===== config.mk =====
export PLATFORM = sky130hd
export DESIGN_NAME = hls_fp17_mul_chn_a_skid_fifo
export DESIGN_NICKNAME = d
export VERILOG_FILES = /design/src/rtl/hls_fp17_mul_chn_a_skid_fifo.sv
export SDC_FILE = /design/constraint.sdc
export NUM_CORES = 1
export LEC_CHECK = 0
export ABC_AREA = 1
export CELL_PAD_IN_SITES_DETAIL_PLACEMENT = 1
export CELL_PAD_IN_SITES_GLOBAL_PLACEMENT = 2
export CORE_MARGIN = 1.5
export CORE_UTILIZATION = 30
export CTS_CLUSTER_SIZE = 30
export DETAILED_ROUTE_END_ITERATION = 10
export HOLD_SLACK_MARGIN = 0.15
export PLACE_DENSITY = 0.9
export SLEW_MARGIN = 20
export SYNTH_ARGS = -nofsm -noshare
export SYNTH_HDL_FRONTEND = slang
export SYNTH_SLANG_ARGS = --single-unit
export TNS_END_PERCENT = 30

===== constraint.sdc =====
create_clock -name nvdla_core_clk -period 1.7 [get_ports nvdla_core_clk]
set_clock_uncertainty 0.05 [all_clocks]
set_input_delay 0.255 -clock nvdla_core_clk [delete_from_list [all_inputs] [get_ports nvdla_core_clk]]
set_output_delay 0.255 -clock nvdla_core_clk [all_outputs]
set_load 0.005 [all_outputs]

===== src/rtl/hls_fp17_mul_chn_a_skid_fifo.sv =====
`default_nettype none
//============================================================================
// Module   : hls_fp17_mul_chn_a_skid_fifo
// Purpose  : Operand buffer in front of the fp17 multiplier core's chn_a
//            wait-control. Accepts operands from the external valid/ready
//            channel, stores them in a small FIFO, and presents them to the
//            core. The core's load strobe has no combinational path to the
//            external ready, so external backpressure is isolated from the
//            core's wait-state timing.
// Ports    : nvdla_core_clk         - core clock, rising edge
//            nvdla_core_rstn        - asynchronous active-low reset
//            chn_a_pvld/prdy/pd     - upstream operand channel (prdy is a flop)
//            chn_a_rsci_vd          - operand available to the core
//            chn_a_rsci_d           - head-of-FIFO operand
//            chn_a_rsci_ld_core_sct - core consumes the head operand
//            chn_a_occ              - current occupancy, 0..DEPTH
//            chn_a_stall_cnt        - stall cycles (only with the macro below)
// Options  : HLS_FP17_CHN_A_STALL_CNT_EN adds a saturating 16-bit counter of
//            cycles where an operand is available but the core does not load.
// Revision : 1.0 - initial release
//============================================================================
module hls_fp17_mul_chn_a_skid_fifo #(
   parameter int WIDTH = 17,
   parameter int DEPTH = 2,            // 2, 4 or 8
   localparam int AW   = $clog2(DEPTH)
) (
   input  logic             nvdla_core_clk,
   input  logic             nvdla_core_rstn,
   input  logic             chn_a_pvld,
   output logic             chn_a_prdy,
   input  logic [WIDTH-1:0] chn_a_pd,
   output logic             chn_a_rsci_vd,
   output logic [WIDTH-1:0] chn_a_rsci_d,
   input  logic             chn_a_rsci_ld_core_sct,
   output logic [AW:0]      chn_a_occ
`ifdef HLS_FP17_CHN_A_STALL_CNT_EN
   ,
   output logic [15:0]      chn_a_stall_cnt
`endif
);

   localparam logic [AW-1:0] c_ptr_one = AW'(1);
   localparam logic [AW:0]   c_full    = (AW+1)'(DEPTH);

   logic [WIDTH-1:0] r_mem [DEPTH];
   logic [AW-1:0]    r_wr_ptr;
   logic [AW-1:0]    r_rd_ptr;
   logic [AW:0]      r_count;
   logic             r_prdy;

   logic             w_vd;
   logic             w_push;
   logic             w_pop;
   logic [AW:0]      w_count_next;

   assign w_vd         = (r_count != '0);
   assign w_push       = chn_a_pvld & r_prdy;
   // A load strobe with nothing buffered is ignored, so the FIFO cannot underflow.
   assign w_pop        = chn_a_rsci_ld_core_sct & w_vd;
   assign w_count_next = r_count + (AW+1)'(w_push) - (AW+1)'(w_pop);

   // Storage: each entry is written only when it is the push target.
   for (genvar gi = 0; gi < DEPTH; gi++) begin : g_entry
      always_ff @(posedge nvdla_core_clk or negedge nvdla_core_rstn) begin
         if (!nvdla_core_rstn) begin
            r_mem[gi] <= '0;
         end else if (w_push && (r_wr_ptr == AW'(gi))) begin
            r_mem[gi] <= chn_a_pd;
         end
      end
   end

   // Pointers wrap naturally because DEPTH is a power of two.
   always_ff @(posedge nvdla_core_clk or negedge nvdla_core_rstn) begin
      if (!nvdla_core_rstn) begin
         r_wr_ptr <= '0;
         r_rd_ptr <= '0;
         r_count  <= '0;
      end else begin
         if (w_push) r_wr_ptr <= r_wr_ptr + c_ptr_one;
         if (w_pop)  r_rd_ptr <= r_rd_ptr + c_ptr_one;
         r_count <= w_count_next;
      end
   end

   // Ready is registered from next-cycle occupancy: a pop at full reopens
   // the channel on the following cycle, giving at most one bubble.
   always_ff @(posedge nvdla_core_clk or negedge nvdla_core_rstn) begin
      if (!nvdla_core_rstn) begin
         r_prdy <= 1'b0;
      end else begin
         r_prdy <= (w_count_next != c_full);
      end
   end

`ifdef HLS_FP17_CHN_A_STALL_CNT_EN
   logic [15:0] r_stall_cnt;

   // A push into an empty FIFO starts a fresh operand, so stall history clears.
   always_ff @(posedge nvdla_core_clk or negedge nvdla_core_rstn) begin
      if (!nvdla_core_rstn) begin
         r_stall_cnt <= '0;
      end else if (w_push && !w_vd) begin
         r_stall_cnt <= '0;
      end else if (w_vd && !chn_a_rsci_ld_core_sct && (r_stall_cnt != 16'hFFFF)) begin
         r_stall_cnt <= r_stall_cnt + 16'd1;
      end
   end

   assign chn_a_stall_cnt = r_stall_cnt;
`endif

   assign chn_a_prdy    = r_prdy;
   assign chn_a_rsci_vd = w_vd;
   assign chn_a_rsci_d  = r_mem[r_rd_ptr];
   assign chn_a_occ     = r_count;

endmodule
`default_nettype wire

After elaboration in Yosys (flattened, before gate mapping)
Cells that the tools add are included.
{"block": "totals", "out_inout_bits": 21, "register_bits": 39, "inputBits": 21}
{"block": "op_classes", "n_addsub": 4, "magnitude_cmp": 1, "reduce_logical": 3, "mux": 3, "n_eq_ne": 1, "bitwise": 4}
{"op": "$mux 17", "n": 3}
{"op": "$add 1x1->1 const B", "n": 2}
{"op": "$add 2x1->2", "n": 1}
{"op": "$and 1x1->1", "n": 2}
{"op": "$ge 2x2->1 const B", "n": 1}
{"op": "$logic_and 1x1->1", "n": 2}
{"op": "$ne 2x2->1 const B", "n": 1}
{"op": "$not 1->2", "n": 1}
{"op": "$reduce_bool 2->1", "n": 1}
{"op": "$sub 2x1->2", "n": 1}
{"op": "$not 1->1", "n": 1}

Depth between registers and ports, before layout
{"block": "logic_depth", "word_depth": 4, "ltp_mapped": 9, "ltp_nobuf": 9}

Worst setup path after synthesis
OpenSTA, ideal clock, no wires.
{"block": "synth_path", "kind": "flip-flop to flip-flop", "startpoint": "register r_count[1] (netlist: chn_a_occ[1])", "endpoint": "register r_prdy (netlist: chn_a_prdy)", "setup_ns": 0.124, "path_buffers": 0, "stages_incl_launch_ff": 10, "path_slack_ns": 0.181, "arrival_time_ns": 1.345, "synth_period_minus_slack_ns": 1.519, "required_time_ns": 1.526, "cell_sequence": "dfrtp_1 o21a_1 ha_1 inv_1 ha_1 inv_1 nand2_1 nand2_1 nand2_1 nand3_1"}
{"block": "synth_via", "elab_chain_len": 4}
{"item": "start, declared", "line_no": "48", "rtl": "logic [AW:0] r_count;"}
{"item": "start signal, assigned", "line_no": "82", "rtl": "r_count <= w_count_next;"}
{"item": "$reduce_bool 2->1", "line_no": "56", "rtl": "assign w_vd = (r_count != '0);"}
{"item": "$and 1x1->1", "line_no": "59", "rtl": "assign w_pop = chn_a_rsci_ld_core_sct & w_vd;"}
{"item": "net w_pop", "line_no": "53", "rtl": "logic w_pop;"}
{"item": "$sub 2x1->2", "line_no": "60", "rtl": "assign w_count_next = r_count + (AW+1)'(w_push) - (AW+1)'(w_pop);"}
{"item": "$ne 2x2->1", "line_no": "92", "rtl": "r_prdy <= (w_count_next != c_full);"}
{"item": "end signal, assigned", "line_no": "92"}
{"item": "end, declared", "line_no": "49", "rtl": "logic r_prdy;"}
The timed path passes the listed nets, and every way through them passes these cells.
A chain may end at the register's enable or synchronous reset.

Worst setup path in the final report
{"block": "layout_path", "startpoint": "register r_rd_ptr", "endpoint": "output port chn_a_rsci_d[13]"}
{"block": "layout_via", "elab_chain_len": 4}
{"item": "start, declared", "line_no": "47", "rtl": "logic [AW-1:0] r_rd_ptr;"}
{"item": "start signal, assigned", "line_no": "81", "rtl": "if (w_pop) r_rd_ptr <= r_rd_ptr + c_ptr_one;"}
{"item": "$not 1->2 (not written as such)", "line_no": "115", "rtl": "assign chn_a_rsci_d = r_mem[r_rd_ptr];"}
{"item": "$mux 17 (not written as such) (3 in a row)", "line_no": "115"}
{"item": "end, declared", "line_no": "33", "rtl": "output logic [WIDTH-1:0] chn_a_rsci_d,"}
Every way passes these cells. The select of a mux whose other input is x is not followed.

==> out/results.ini <==
[global_routing]
grt_max_degree = 22
grt_pass1_vias = 1600
use_met1 = 0.159
grt_use_met2 = 0.237
gr-total-overflow = 0
grt_usage = 0.137
grt_first_pass_wirelength_mm = 7.49
met3_usage = 0.0288
antenna_found_initial = 0
grt_most_used_layer = met2

[cells_and_area]
fin_util = 0.431
final_area_um2 = 2610
drive_gt1_frac = 0.280
layout_common_cells = 98 x nand2_1, 38 x dfrtp_1, 34 x o21ai_2
n_antenna_cell = 0
final_cells = 346
area_delta_synth_final_pct = 35.7
layout_commonest_cell = nand2_1
fillCellCount = 723
layout.nets = 293

[worst_setup_path]
critPathLaunchType = flip-flop
worst-endpoint-required_ps = 1390
crit_path_max_fanout = 5
arrival_ps = 1340
worst-setup-path-type = reg2out
endpoint_kind = output port
ff2ff_setup_slack_ps = 120

[yosys]
ys_warn_count = 0
synth_area_leaders = dfrtp_1 51%, nand2_1 19%, o21ai_2 15%, inv_1 4.3%, buf_6 3.5%
syn-num-nets = 238
ys_seq_area_frac = 0.507
syn-instance-count = 215
synth-main-ff-cell = dfrtp_1
synth_seq_cells = 39
synth_top_area_frac = 0.507
syn_avg_cell_area_um2 = 8.94
yosys.area.top_type = dfrtp_1
syn_area_um2 = 1920
synth_cell_type_count = 15
async_flop_share = 1.00
synth_edf_count = 0

[placement]
placed_area_um2 = 2450
dp.cells = 334
gp_congestion = 0.728
io_buffers = 41
dp_hpwl_mm = 3.05

[sta]
rsz0062_at_grt = true
hold_violations = 0
fin_crit_sh = 0.967
tns_ps = 0
fmax_ghz = 0.608
max_slew_margin = 0.655
drv_slew = 0
finalSetupViolations = 0
worst_pin_slew_ps = 518
final.min_clock_period_ps = 1640
hold_slack_ps = 433

[floorplan]
io_pins = 42
coreArea_um2 = 6060
fp-row-count = 28
die_h_um = 83.1
start_util = 0.317
die_w_um = 83.1
fp.dieArea_um2 = 6900

[clock_network]
htree_levels = 2
clock_path_buffers = 2
clock_latency_ps = 290
numClockSinks = 39
cts-buffers-inserted = 5
clkTransAtPathRegs_ps = 70
cts_tree = built
cts_root_buf = clkbuf_8

[job]
drv_cap = 0

[detailed_routing]
dr.pass1.iters = 4
wl_per_cell_um = 12.4
drtIter0Drc = 53
vias = 1519
ant_nets = 0
drt_wl_total_mm = 4.29
remaining_drc_errors = 0
viasPerCell = 4.39

[min_path]
hp-class = reg2reg

[outcome]
outcome = finished clean

[power_and_ir_drop]
power_density_nw_per_um2 = 1820
cellLeakagePower_nw = 1.40
ir_drop_uv = 947

==> metrics by stage <==
stage	setup slack (ps)	power, mW
6_report	56.4	4.76
5_1_grt	-26.5	5.18
3_3_place_gp	-95.4	3.96
3_5_place_dp	-174	4.05
4_1_cts	-198	4.81
2_1_floorplan	181	2.98
==> area by class of cell <==
cell class                 count  area, um^2  area share
sequential                    39         977       0.374
multi-input combinational    144         788       0.302
timing repair buffer          57         544       0.209
tap                           75        93.8      0.0360
inverter                      23        88.8      0.0340
clock buffer                   6        82.6      0.0316
clock inverter                 2        35.0      0.0134
==> worst paths after layout <==
check / start / endpoint / depth (start not counted)
max: r_rd_ptr / chn_a_rsci_d[13] / 7
min: r_mem[26] / r_mem[26] / 2
max reg2reg: chn_a_occ[0] / chn_a_prdy / 9
min reg2reg: r_mem[26] / r_mem[26] / 2
max in group asynchronous: nvdla_core_rstn / r_rd_ptr / 3
min in group asynchronous: nvdla_core_rstn / r_mem[0] / 2
==> cell usage after synthesis, types with 2 or more instances <==
cell,n
buf_2,2
buf_6,6
dfrtp_1,39
ha_1,2
inv_1,22
nand2_1,98
nand2_2,3
nand3_1,3
o21ai_2,34
==> critical path, stage by stage (launching register included) <==
cell	delay, ps
dfrtp_2	450
inv_4	90
buf_6	100
buf_6	110
buf_6	90
nand2_1	40
nand2_1	60
clkbuf_2	110
==> what timing repair did <==
action / in CTS / in global routing
pin swaps: 0 / 3
resized for setup: 19 / 28
hold endpoints to repair: 20 / 0
endpoints found under the setup margin: 18 / 11
hold buffers: 1 / 0
buffers inserted: 2 / 1
==> per-layer routing <==
layer / vias to the layer above / routed length [um]
met5: - / 0
met4: 0 / 95
met3: 8 / 169
met2: 28 / 2130
met1: 713 / 1900
li1: 770 / -
==> report_power, final <==
part	internal [mW]	switching (mW)
combinational	1.16	1.17
clock	0.475	0.323
sequential	1.37	0.267
==> registers in the layout, indices dropped and copies added, names as in the netlist <==
signal	cells
chn_a_occ	2
chn_a_prdy	1
r_mem	34
r_rd_ptr	1
r_wr_ptr	1
==> cells by family after synthesis <==
logic type,after synthesis,synth area share
buffers and inverters,32,0.0891
AO/OA/AOI/OAI,35,0.159
AND/OR/NAND/NOR,107,0.232
adder cells (fa/ha/maj),2,0.0130
flip-flops,39,0.507
(Power assumes the default switching activity.)
